==> src/rtl/global_defs.sv <==
// rtl/global_defs.sv - shared MPU element width, index width and size-limit constants
package global_defs;
  localparam int FPBITS          = 31;
  localparam int MBITS           = 2;
  localparam int NBITS           = 2;
  localparam int M               = 4;
  localparam int N               = 4;
  localparam int MATRIX_REG_BITS = 2;
endpackage

==> src/rtl/mpu_pkg.sv <==
// rtl/mpu_pkg.sv - store-path state encoding, buffer entry type and size check
package mpu_pkg;
  import global_defs::*;

  typedef enum logic [1:0] {
    STORE_IDLE  = 2'd0,
    STORE_READ  = 2'd1,
    STORE_DRAIN = 2'd2,
    STORE_DONE  = 2'd3
  } store_state_t;

  localparam int STORE_BUF_DEPTH = 2;

  typedef struct packed {
    logic [FPBITS:0] element;
    logic [MBITS:0]  i;
    logic [NBITS:0]  j;
  } store_entry_t;

  // Empty matrices are rejected along with oversized ones.
  function automatic logic size_error(input logic [MBITS:0] m, input logic [NBITS:0] n);
    return (int'(m) > M) || (int'(n) > N) || (m == '0) || (n == '0);
  endfunction
endpackage

==> src/rtl/mpu_store_if.sv <==
// rtl/mpu_store_if.sv - store-path element stream toward external memory
interface mpu_store_if;
  import global_defs::*;

  logic            mem_store_valid_out;
  logic            mem_store_ready_in;
  logic [FPBITS:0] mem_store_element_out;
  logic [MBITS:0]  mem_i_store_loc_out;
  logic [NBITS:0]  mem_j_store_loc_out;
  logic [MBITS:0]  mem_m_store_size_out;
  logic [NBITS:0]  mem_n_store_size_out;

  modport master (
    output mem_store_valid_out,
    output mem_store_element_out,
    output mem_i_store_loc_out,
    output mem_j_store_loc_out,
    output mem_m_store_size_out,
    output mem_n_store_size_out,
    input  mem_store_ready_in
  );

  modport slave (
    input  mem_store_valid_out,
    input  mem_store_element_out,
    input  mem_i_store_loc_out,
    input  mem_j_store_loc_out,
    input  mem_m_store_size_out,
    input  mem_n_store_size_out,
    output mem_store_ready_in
  );
endinterface

==> src/rtl/mpu_store_buf.sv <==
// rtl/mpu_store_buf.sv - two-entry FIFO of {element, i, j} between register-file reads and memory
module mpu_store_buf
  import mpu_pkg::*;
(
  input  logic         clk,
  input  logic         rst,
  input  logic         push,
  input  store_entry_t push_data,
  input  logic         pop,
  output store_entry_t head,
  output logic [1:0]   count,
  output logic         empty
);

  store_entry_t mem [STORE_BUF_DEPTH];
  logic         wr_ptr;
  logic         rd_ptr;
  logic         full;
  logic         push_ok;
  logic         pop_ok;

  assign full    = (count == 2'd2);
  assign empty   = (count == 2'd0);
  assign pop_ok  = pop && !empty;
  assign push_ok = push && (!full || pop_ok);
  assign head    = mem[rd_ptr];

  always_ff @(posedge clk) begin
    if (rst) begin
      wr_ptr <= 1'b0;
      rd_ptr <= 1'b0;
      count  <= 2'd0;
      for (int k = 0; k < STORE_BUF_DEPTH; k++) begin
        mem[k] <= '0;
      end
    end else begin
      if (push_ok) begin
        mem[wr_ptr] <= push_data;
        wr_ptr      <= ~wr_ptr;
      end
      if (pop_ok) begin
        rd_ptr <= ~rd_ptr;
      end
      count <= count + {1'b0, push_ok} - {1'b0, pop_ok};
    end
  end

endmodule

==> src/rtl/mpu_store.sv <==
// rtl/mpu_store.sv - MPU store path: reads a matrix row-major from the register file and streams it out
module mpu_store
  import global_defs::*;
  import mpu_pkg::*;
(
  input  logic                     clk,
  input  logic                     rst,
  input  logic                     store_en_in,
  input  logic [MATRIX_REG_BITS:0] mem_store_addr_in,
  mpu_store_if.master              mem,
  output logic                     mem_store_busy_out,
  output logic                     mem_store_done_out,
  output logic                     mem_store_error_out,
  output logic                     reg_store_en_out,
  output logic [MATRIX_REG_BITS:0] reg_store_addr_out,
  output logic [MBITS:0]           reg_i_store_loc_out,
  output logic [NBITS:0]           reg_j_store_loc_out,
  input  logic [FPBITS:0]          reg_store_element_in,
  input  logic [MBITS:0]           reg_m_store_size_in,
  input  logic [NBITS:0]           reg_n_store_size_in
);

  localparam logic [1:0]     ST_IDLE  = STORE_IDLE;
  localparam logic [1:0]     ST_READ  = STORE_READ;
  localparam logic [1:0]     ST_DRAIN = STORE_DRAIN;
  localparam logic [1:0]     ST_DONE  = STORE_DONE;
  localparam logic [MBITS:0] M_ONE    = 1;
  localparam logic [NBITS:0] N_ONE    = 1;

  logic [1:0]               state;
  logic [MATRIX_REG_BITS:0] addr_q;
  logic [MBITS:0]           m_q;
  logic [NBITS:0]           n_q;
  logic [MBITS:0]           row_ptr;
  logic [NBITS:0]           col_ptr;
  logic                     inflight;
  logic [MBITS:0]           rd_i_q;
  logic [NBITS:0]           rd_j_q;
  logic                     error_q;

  store_entry_t             push_data;
  store_entry_t             head;
  logic [1:0]               buf_count;
  logic                     buf_empty;

  logic                     pop;
  logic [2:0]               fill;
  logic                     issue;
  logic                     col_last;
  logic                     last_issue;
  logic                     req_err;

  // Occupancy the buffer will have once this cycle's pop and pending read data settle.
  assign pop        = !buf_empty && mem.mem_store_ready_in;
  assign fill       = {1'b0, buf_count} + {2'b00, inflight} - {2'b00, pop};
  assign issue      = (state == ST_READ) && (fill < 3'd2);
  assign col_last   = (col_ptr == n_q - N_ONE);
  assign last_issue = issue && col_last && (row_ptr == m_q - M_ONE);
  assign req_err    = size_error(reg_m_store_size_in, reg_n_store_size_in);

  assign reg_store_addr_out  = (state == ST_IDLE) ? mem_store_addr_in : addr_q;
  assign reg_store_en_out    = issue;
  assign reg_i_store_loc_out = row_ptr;
  assign reg_j_store_loc_out = col_ptr;

  always_ff @(posedge clk) begin
    if (rst) begin
      state    <= ST_IDLE;
      addr_q   <= '0;
      m_q      <= '0;
      n_q      <= '0;
      row_ptr  <= '0;
      col_ptr  <= '0;
      inflight <= 1'b0;
      rd_i_q   <= '0;
      rd_j_q   <= '0;
      error_q  <= 1'b0;
    end else begin
      error_q  <= 1'b0;
      inflight <= issue;
      if (issue) begin
        rd_i_q <= row_ptr;
        rd_j_q <= col_ptr;
      end
      case (state)
        ST_IDLE: begin
          if (store_en_in) begin
            if (req_err) begin
              error_q <= 1'b1;
            end else begin
              addr_q  <= mem_store_addr_in;
              m_q     <= reg_m_store_size_in;
              n_q     <= reg_n_store_size_in;
              row_ptr <= '0;
              col_ptr <= '0;
              state   <= ST_READ;
            end
          end
        end
        ST_READ: begin
          if (issue) begin
            if (col_last) begin
              col_ptr <= '0;
              row_ptr <= row_ptr + M_ONE;
            end else begin
              col_ptr <= col_ptr + N_ONE;
            end
            if (last_issue) begin
              state <= ST_DRAIN;
            end
          end
        end
        ST_DRAIN: begin
          if (fill == 3'd0) begin
            state <= ST_DONE;
          end
        end
        ST_DONE: begin
          state <= ST_IDLE;
        end
        default: begin
          state <= ST_IDLE;
        end
      endcase
    end
  end

  assign push_data.element = reg_store_element_in;
  assign push_data.i       = rd_i_q;
  assign push_data.j       = rd_j_q;

  mpu_store_buf u_buf (
    .clk       (clk),
    .rst       (rst),
    .push      (inflight),
    .push_data (push_data),
    .pop       (pop),
    .head      (head),
    .count     (buf_count),
    .empty     (buf_empty)
  );

  assign mem.mem_store_valid_out   = !buf_empty;
  assign mem.mem_store_element_out = head.element;
  assign mem.mem_i_store_loc_out   = head.i;
  assign mem.mem_j_store_loc_out   = head.j;
  assign mem.mem_m_store_size_out  = mem_store_busy_out ? m_q : '0;
  assign mem.mem_n_store_size_out  = mem_store_busy_out ? n_q : '0;

  assign mem_store_busy_out  = (state != ST_IDLE);
  assign mem_store_done_out  = (state == ST_DONE);
  assign mem_store_error_out = error_q;

endmodule

==> src/flat_wrapper.sv <==
// flat-port wrapper written by rule: the top's interface ports become plain ports
module mpu_store_flat import global_defs::*; import mpu_pkg::*;
  (clk, rst, store_en_in, mem_store_addr_in, mem_store_busy_out, mem_store_done_out, mem_store_error_out, reg_store_en_out, reg_store_addr_out, reg_i_store_loc_out, reg_j_store_loc_out, reg_store_element_in, reg_m_store_size_in, reg_n_store_size_in, mem_mem_store_valid_out, mem_mem_store_element_out, mem_mem_i_store_loc_out, mem_mem_j_store_loc_out, mem_mem_m_store_size_out, mem_mem_n_store_size_out, mem_mem_store_ready_in);
  mpu_store_if mem_i ();
  input  logic clk;
  input  logic rst;
  input  logic store_en_in;
  input  logic [MATRIX_REG_BITS:0] mem_store_addr_in;
  output logic mem_store_busy_out;
  output logic mem_store_done_out;
  output logic mem_store_error_out;
  output logic reg_store_en_out;
  output logic [MATRIX_REG_BITS:0] reg_store_addr_out;
  output logic [MBITS:0] reg_i_store_loc_out;
  output logic [NBITS:0] reg_j_store_loc_out;
  input  logic [FPBITS:0] reg_store_element_in;
  input  logic [MBITS:0] reg_m_store_size_in;
  input  logic [NBITS:0] reg_n_store_size_in;
  output wire logic [$bits(mem_i.mem_store_valid_out)-1:0] mem_mem_store_valid_out;
  output wire logic [$bits(mem_i.mem_store_element_out)-1:0] mem_mem_store_element_out;
  output wire logic [$bits(mem_i.mem_i_store_loc_out)-1:0] mem_mem_i_store_loc_out;
  output wire logic [$bits(mem_i.mem_j_store_loc_out)-1:0] mem_mem_j_store_loc_out;
  output wire logic [$bits(mem_i.mem_m_store_size_out)-1:0] mem_mem_m_store_size_out;
  output wire logic [$bits(mem_i.mem_n_store_size_out)-1:0] mem_mem_n_store_size_out;
  input wire logic [$bits(mem_i.mem_store_ready_in)-1:0] mem_mem_store_ready_in;
  assign mem_mem_store_valid_out = mem_i.mem_store_valid_out;
  assign mem_mem_store_element_out = mem_i.mem_store_element_out;
  assign mem_mem_i_store_loc_out = mem_i.mem_i_store_loc_out;
  assign mem_mem_j_store_loc_out = mem_i.mem_j_store_loc_out;
  assign mem_mem_m_store_size_out = mem_i.mem_m_store_size_out;
  assign mem_mem_n_store_size_out = mem_i.mem_n_store_size_out;
  assign mem_i.mem_store_ready_in = mem_mem_store_ready_in;
  mpu_store u_core (.clk(clk), .rst(rst), .store_en_in(store_en_in), .mem_store_addr_in(mem_store_addr_in), .mem(mem_i), .mem_store_busy_out(mem_store_busy_out), .mem_store_done_out(mem_store_done_out), .mem_store_error_out(mem_store_error_out), .reg_store_en_out(reg_store_en_out), .reg_store_addr_out(reg_store_addr_out), .reg_i_store_loc_out(reg_i_store_loc_out), .reg_j_store_loc_out(reg_j_store_loc_out), .reg_store_element_in(reg_store_element_in), .reg_m_store_size_in(reg_m_store_size_in), .reg_n_store_size_in(reg_n_store_size_in));
endmodule
==> config.mk <==
export PLATFORM = sky130hd
export DESIGN_NAME = mpu_store_flat
export DESIGN_NICKNAME = d
export VERILOG_FILES = /design/src/rtl/global_defs.sv /design/src/rtl/mpu_pkg.sv /design/src/rtl/mpu_store_if.sv /design/src/rtl/mpu_store_buf.sv /design/src/rtl/mpu_store.sv /design/src/flat_wrapper.sv
export SDC_FILE = /design/constraint.sdc
export NUM_CORES = 1
export LEC_CHECK = 0
export ABC_AREA = 1
export BUFFER_PORTS_ARGS = -buffer_cell sky130_fd_sc_hd__buf_2
export CAP_MARGIN = 25
export CORE_ASPECT_RATIO = 0.6
export CORE_MARGIN = 2
export CORE_UTILIZATION = 50
export DETAILED_ROUTE_END_ITERATION = 12
export HOLD_SLACK_MARGIN = 0.1
export PLACE_DENSITY = 0.77
export SLEW_MARGIN = 5
export SYNTH_ARGS = -nofsm -noshare
export SYNTH_HDL_FRONTEND = slang
export SYNTH_SLANG_ARGS = --single-unit
==> constraint.sdc <==
create_clock -name clk -period 7 [get_ports clk]
set_clock_uncertainty 0.1 [all_clocks]
set_input_delay 0.35 -clock clk [delete_from_list [all_inputs] [get_ports clk]]
set_output_delay 0.35 -clock clk [all_outputs]
set_load 0.05 [all_outputs]
Yosys cells after proc, flatten, opt, wreduce, memory -nomap -nowiden --
Memories as Yosys holds them, arrays and structs flattened. A register that Yosys moved wholly into a read port is not among the register bits. Index checks and enable logic that the tools add are counted.
Word-level totals: RAM bits 76, input port bits 45, output and inout bits 58, bits in registers 29, word-level logic and storage cells 95, memories kept 1
Operators by class: bitwise operators 5, multiplexer cells 28, eq/ne operators 12, add/subtract/negate cells 8, magnitude comparators 3, reduce and logical (&&, ||, !) cells 25
Memory list:
- u_core.u_buf.mem | words 2, width 38, rd ports 1, clocked after memory_dff 1, write ports 2, line mpu_store_buf.sv:15 | store_entry_t mem [STORE_BUF_DEPTH];
Operators with widths (number):
- two-way mux 38 bit | 1
- OR reduction 38 bit | 1
- two-way mux 3 bit | 9
- one-hot mux 3 bit (2 select lines) | 2
- two-way mux 1 bit | 10
- two-way mux 2 bit | 5
- AND reduction 5 bit | 2
- logical NOT 3 bit | 3
- inequality test 2 x 1 -> 1 bit (second input constant) | 4
- one-hot mux 2 bit (4 select lines) | 1
- adder 3 x 1 -> 3 bit (second input constant) | 2
- == test 2 bit (second input constant) | 3
- == test 3 bit | 2
- greater-than comparator 3 bit (second input constant) | 2
- logical AND 1 bit | 6
- subtractor 3 x 1 -> 3 bit (second input constant) | 2
- inverter 1 bit | 5
- logical NOT 2 bit | 2
- logical OR 1 bit | 4
- inequality test 2 bit (second input constant) | 2
- AND reduction 4 bit | 1
- nonzero test 2 bit | 2
- adder 2 x 1 -> 3 bit | 1
- < comparator 3 x 2 -> 1 bit (second input constant) | 1
- 7 further kinds | 8

Depth between registers and ports, before layout --
depth in word-level cells 11, mapped depth 18, depth with buffers taken out 18

Cells and area by module --
From an unflattened synthesis, not the netlist that was laid out.
Unflattened totals: cells, all modules 502, area, all modules 5016.1 um2
By module, submodules not included:
- mpu_store_buf | area an instance 3495.9 um2, instances 1, cells each 280
- mpu_store | area an instance 1520.2 um2, instances 1, cells each 222

Least setup slack after synthesis --
OpenSTA, ideal clock, no wires.
kind flip-flop to output port, from register u_core.u_buf.count[1], to output port reg_store_en_out, cell stages (with the launch flop) 13, required time 6550 ps, arrival time 2527 ps, path slack 4023 ps, path buffers 1, cell sequence dfxtp_1 inv_2 nand2_2 nand2_2 inv_1 ha_1 inv_1 ha_1 fa_1 inv_1 nand4_1 buf_2 inv_1
On the way: word-level cells in the longest chain between the ends 6, elaborated cells on any way between the ends 7, those cells by class add/sub (2); order compare (1); reduce/logical (4)
RTL lines:
- start: declaration | line mpu_store_buf.sv:11 | output logic [1:0] count,
- start signal: assignment | line mpu_store_buf.sv:44 | count <= count + {1'b0, push_ok} - {1'b0, pop_ok};
- logical NOT 2 bit | line mpu_store_buf.sv:23 | assign empty = (count == 2'd0);
- logical NOT 1 bit
- named net mem_mem_store_valid_out | line flat_wrapper.sv:19 | output wire logic [$bits(mem_i.mem_store_valid_out)-1:0] mem_mem_store_valid_out;
- logical AND 1 bit | line mpu_store.sv:54 | assign pop = !buf_empty && mem.mem_store_ready_in;
- subtractor 3 x 1 -> 3 bit | line mpu_store.sv:55 | assign fill = {1'b0, buf_count} + {2'b00, inflight} - {2'b00, pop};
- < comparator 3 x 2 -> 1 bit | line mpu_store.sv:56 | assign issue = (state == ST_READ) && (fill < 3'd2);
- logical AND 1 bit | line mpu_store.sv:56
- end: declaration | line flat_wrapper.sv:12 | output logic reg_store_en_out;
The timed path passes the listed nets, and every way through them passes these cells.

Final worst setup path --
from register u_core.u_buf.count[1], to output port reg_store_en_out
On the way: word-level cells in the longest chain between the ends 6, elaborated cells on any way between the ends 7, those cells by class add/sub (2); order compare (1); reduce/logical (4)
RTL lines (line):
- parallel branches: the longest is 3 deep, another holds adder 2 x 1 -> 3 bit
- subtractor 3 x 1 -> 3 bit * | mpu_store.sv:55
- < comparator 3 x 2 -> 1 bit * | mpu_store.sv:56
- logical AND 1 bit * | mpu_store.sv:56
Mark *: on every way between the ends.

==> results.md <==
- Status: finished, final reports clean
- Slew HR: 34.61%
- Crit. Startpoint: u_core.u_buf.count[1]$_SDFF_PP0_
- Clk slew on worst S/H paths: 0.07 ns
- First-pass GRT wire length: between 15 and 20 mm
- Startpoint types: register
- Syn-to-layout area delta: 17.37%
- Critical R2R Capture: u_core.state[1]$_SDFFE_PP0P_
- Hold path depth: 2
- Initial core utilization: 50.73%
- Post-route antenna net violation count: 0
- Number of global-route vias before repair: 3264
- IO buf count: 102
- Ys Warns: 0
- R2R setup slack: ~3.9 ns
- Mapped Cells: ~480
- Max-slew violations: 0
- Final setup viols: 0
- Die outline width: 132.3 um
- Worst-path fanout max: 15
- Boundary Pins: 103
- DR pass1 iterations: 5
- Core Footprint: 0.009739 mm2
- Post-Syn Area: 0.004941 mm2
- Share of cells above drive strength 1: between 30 and 40%
- Flops & latches, synth: roughly 110
- Critical path endpoint category: output pin
- Placed wire-length estimate: about 6.7 mm
- Vias per cell: 4.867
- P_leak: 0.002627 uW
- Area leader, netlist: edfxtp_1
- Synth Area per Inst: 10.36 um2
- Root buffer cell: clkbuf_16
- WP data required: approximately 6.6 ns
- Min Tclk post-route: 3.532 ns
- Final hold vios: 0
- Fmax: roughly 280 MHz
- CTS sink count: about 110
- Postcts setup bufs: 0
- R2r worst-path depth: 16
- RSZ-0062 raised after global routing: no
- # DRC: 0
- H-tree Lvls: 3
- Yosys cell types: 29
- Worst VDD drop: between 0.15 and 0.2 mV
- Die outline height: 81 um
- Die area: approximately 0.011 mm2
- TritonCTS clock tree: done
- Vias: ~3500
- CTS Buf Count: 9
- Post-Layout Cell Count: ~710
- Initial DRC Count: 196
- Grt total ovfl: 0
- Top cells by area, synth: edfxtp_1 46%, dfxtp_1 12%, mux2_2 8.7%, nor2_1 7.7%, inv_1 5.2%
- Yosys top cell area share: 46.19%
- # nets final: around 630
- Drt total wl: 9.986 mm
- Worst slew pin tran: 0.9774 ns
- Pwr dens: approximately 390 mW/mm2
- Sequential-to-total area share from yosys stat: roughly three fifths
- # Max-Cap Violations: 0
- Bufs on Longest Clock Path: 2
- Power Total: 2241 uW
- Routability congestion estimate: 0.8203
- WHS: 0.1613 ns
- Arr. time, crit path: between 3 and 4 ns
- Final period util: 50.46%
- Crit Path Category: reg -> out
- Setup TNS: 0 ns
- Largest net degree at the start of global routing: 41
- Syn Nets: roughly 540
- All-layer global routing usage: approximately a fifth
- Rows: 28
- CP Capture Point: reg_store_en_out
- Worst r2r src: u_core.u_buf.count[1]$_SDFF_PP0_
- Cts hold-fix bufs: 0
- Hold Path Class: in -> reg
- Routed length per instance: between 10 and 15 um
- # resized after CTS: 0
- Post-Place Cell Area: 0.005504 mm2
- Inst Count DP: 697
- Diode count: 0
- Worst skew pair latency: roughly 0.34 ns
- Fin area: 0.005799 mm2
- Initial antenna violation count: 0
## area by class of cell
type,instances,area (um2)
repair buffers,103,518.0
clock inverters,7,70.07
inverters,73,274.0
clock buffers,9,225.2
multi-input cells,280,1659
flip-flops and latches,106,2884
well taps,135,168.9
fillers,834,3940
## flip-flops by register name, summed over array words and instances, names as in the netlist, 3 cells and up, named ones only
signal                      cells
u_core.rd_i_q                   3
u_core.rd_j_q                   3
u_core.m_q                      3
u_core.n_q                      3
u_core.u_buf.mem               76
u_core.addr_q                   3
u_core.reg_j_store_loc_out      3
u_core.reg_i_store_loc_out      3
## critical path: stages (launching register included)
cell and delay [ns]:
dfxtp_1 0.34, inv_2 0.11, nand2_2 0.07, nand2_2 0.09, inv_1 0.09, ha_1 0.29, inv_1 0.04, ha_1 0.20
fa_1 0.44, inv_1 0.09, nand4_1 0.46, inv_1 0.22, buf_2 0.29
## layer usage
layer | part of all wire [%] | vias up | track usage (%)
met5 | 0 | - | 0
met4 | 0.78 | 0 | 4.946
met3 | 5.1 | 8 | 5.306
met2 | 48 | 88 | 30.67
met1 | 47 | 1633 | 24.67
li1 | - | 1741 | -
## power by group
part	switching (uW)	internal, uW	leakage (uW)
combinational	657	255	0.00146
clock	224	276	0.000135
sequential	68.4	761	0.00103
total	948	1290	0.00263
## kinds of logic (layout without fill, tap and decap cells)
logic type | after synthesis | count (layout) | synth area share [%]
and+or+nand+nor | 175 | 175 | 15.07
DFF | 106 | 106 | 58.34
buffers and inverters | 91 | 192 | 8.179
AOI/OAI and AO/OA | 47 | 47 | 5.065
muxes | 38 | 38 | 8.660
adders and majority gates | 13 | 13 | 3.444
xor gates and xnor gates | 7 | 7 | 1.241
## synth_stat cells
cell and count:
nor2_1 102, edfxtp_1 76, inv_1 69, nand2_1 41, mux2_2 38, dfxtp_1 30
a21oi_1 22, o21ai_0 20, ha_1 12, nand3_1 11, buf_2 8, nand2_2 8
buf_6 7, nand4_1 5, inv_2 4, xnor2_1 4, clkbuf_1 3, nand3_2 3
xor2_1 3, o21ai_1 2, a21oi_4 1, a31oi_1 1, fa_1 1, nand3_4 1
nor2_2 1, nor3_1 1, o21bai_1 1, or2_1 1, or2_2 1
## per-stage QoR
stage	utilization, %	worst slack, ns
final	59.55	3.468
after global routing	59.55	3.223
after CTS	59.55	3.430
after detailed placement	56.51	3.817
after global placement	56.51	3.961
after floorplan	-	4.023
## cells in the final DEF (no fill, tap or decap), drive strengths merged, types with 4 or more instances in the layout
cell,Yosys,final
nand4,5,5
edfxtp,76,76
nand3,15,15
o21ai,22,22
nand2,49,49
a21oi,23,23
clkbuf,3,9
mux2,38,38
inv,73,73
xnor2,4,4
nor2,103,103
ha,12,12
buf,15,103
dfxtp,30,30
## how the worst min path moves through the flow
| stage | start | endpoint | slack (ns) |
|---|---|---|---|
| floorplan | rst | u_core.reg_i_store_loc_out[2]$_SDFFE_PP0P_ | 0.32 |
| global placement | u_core.addr_q[0]$_SDFFE_PP0P_ | u_core.addr_q[0]$_SDFFE_PP0P_ | 0.33 |
| detailed placement | u_core.addr_q[0]$_SDFFE_PP0P_ | u_core.addr_q[0]$_SDFFE_PP0P_ | 0.35 |
| CTS | rst | u_core.reg_i_store_loc_out[2]$_SDFFE_PP0P_ | 0.15 |
| global route | rst | u_core.u_buf.count[1]$_SDFF_PP0_ | 0.16 |
| finish | rst | u_core.reg_i_store_loc_out[2]$_SDFFE_PP0P_ | 0.16 |
(Power assumes the default switching activity.)
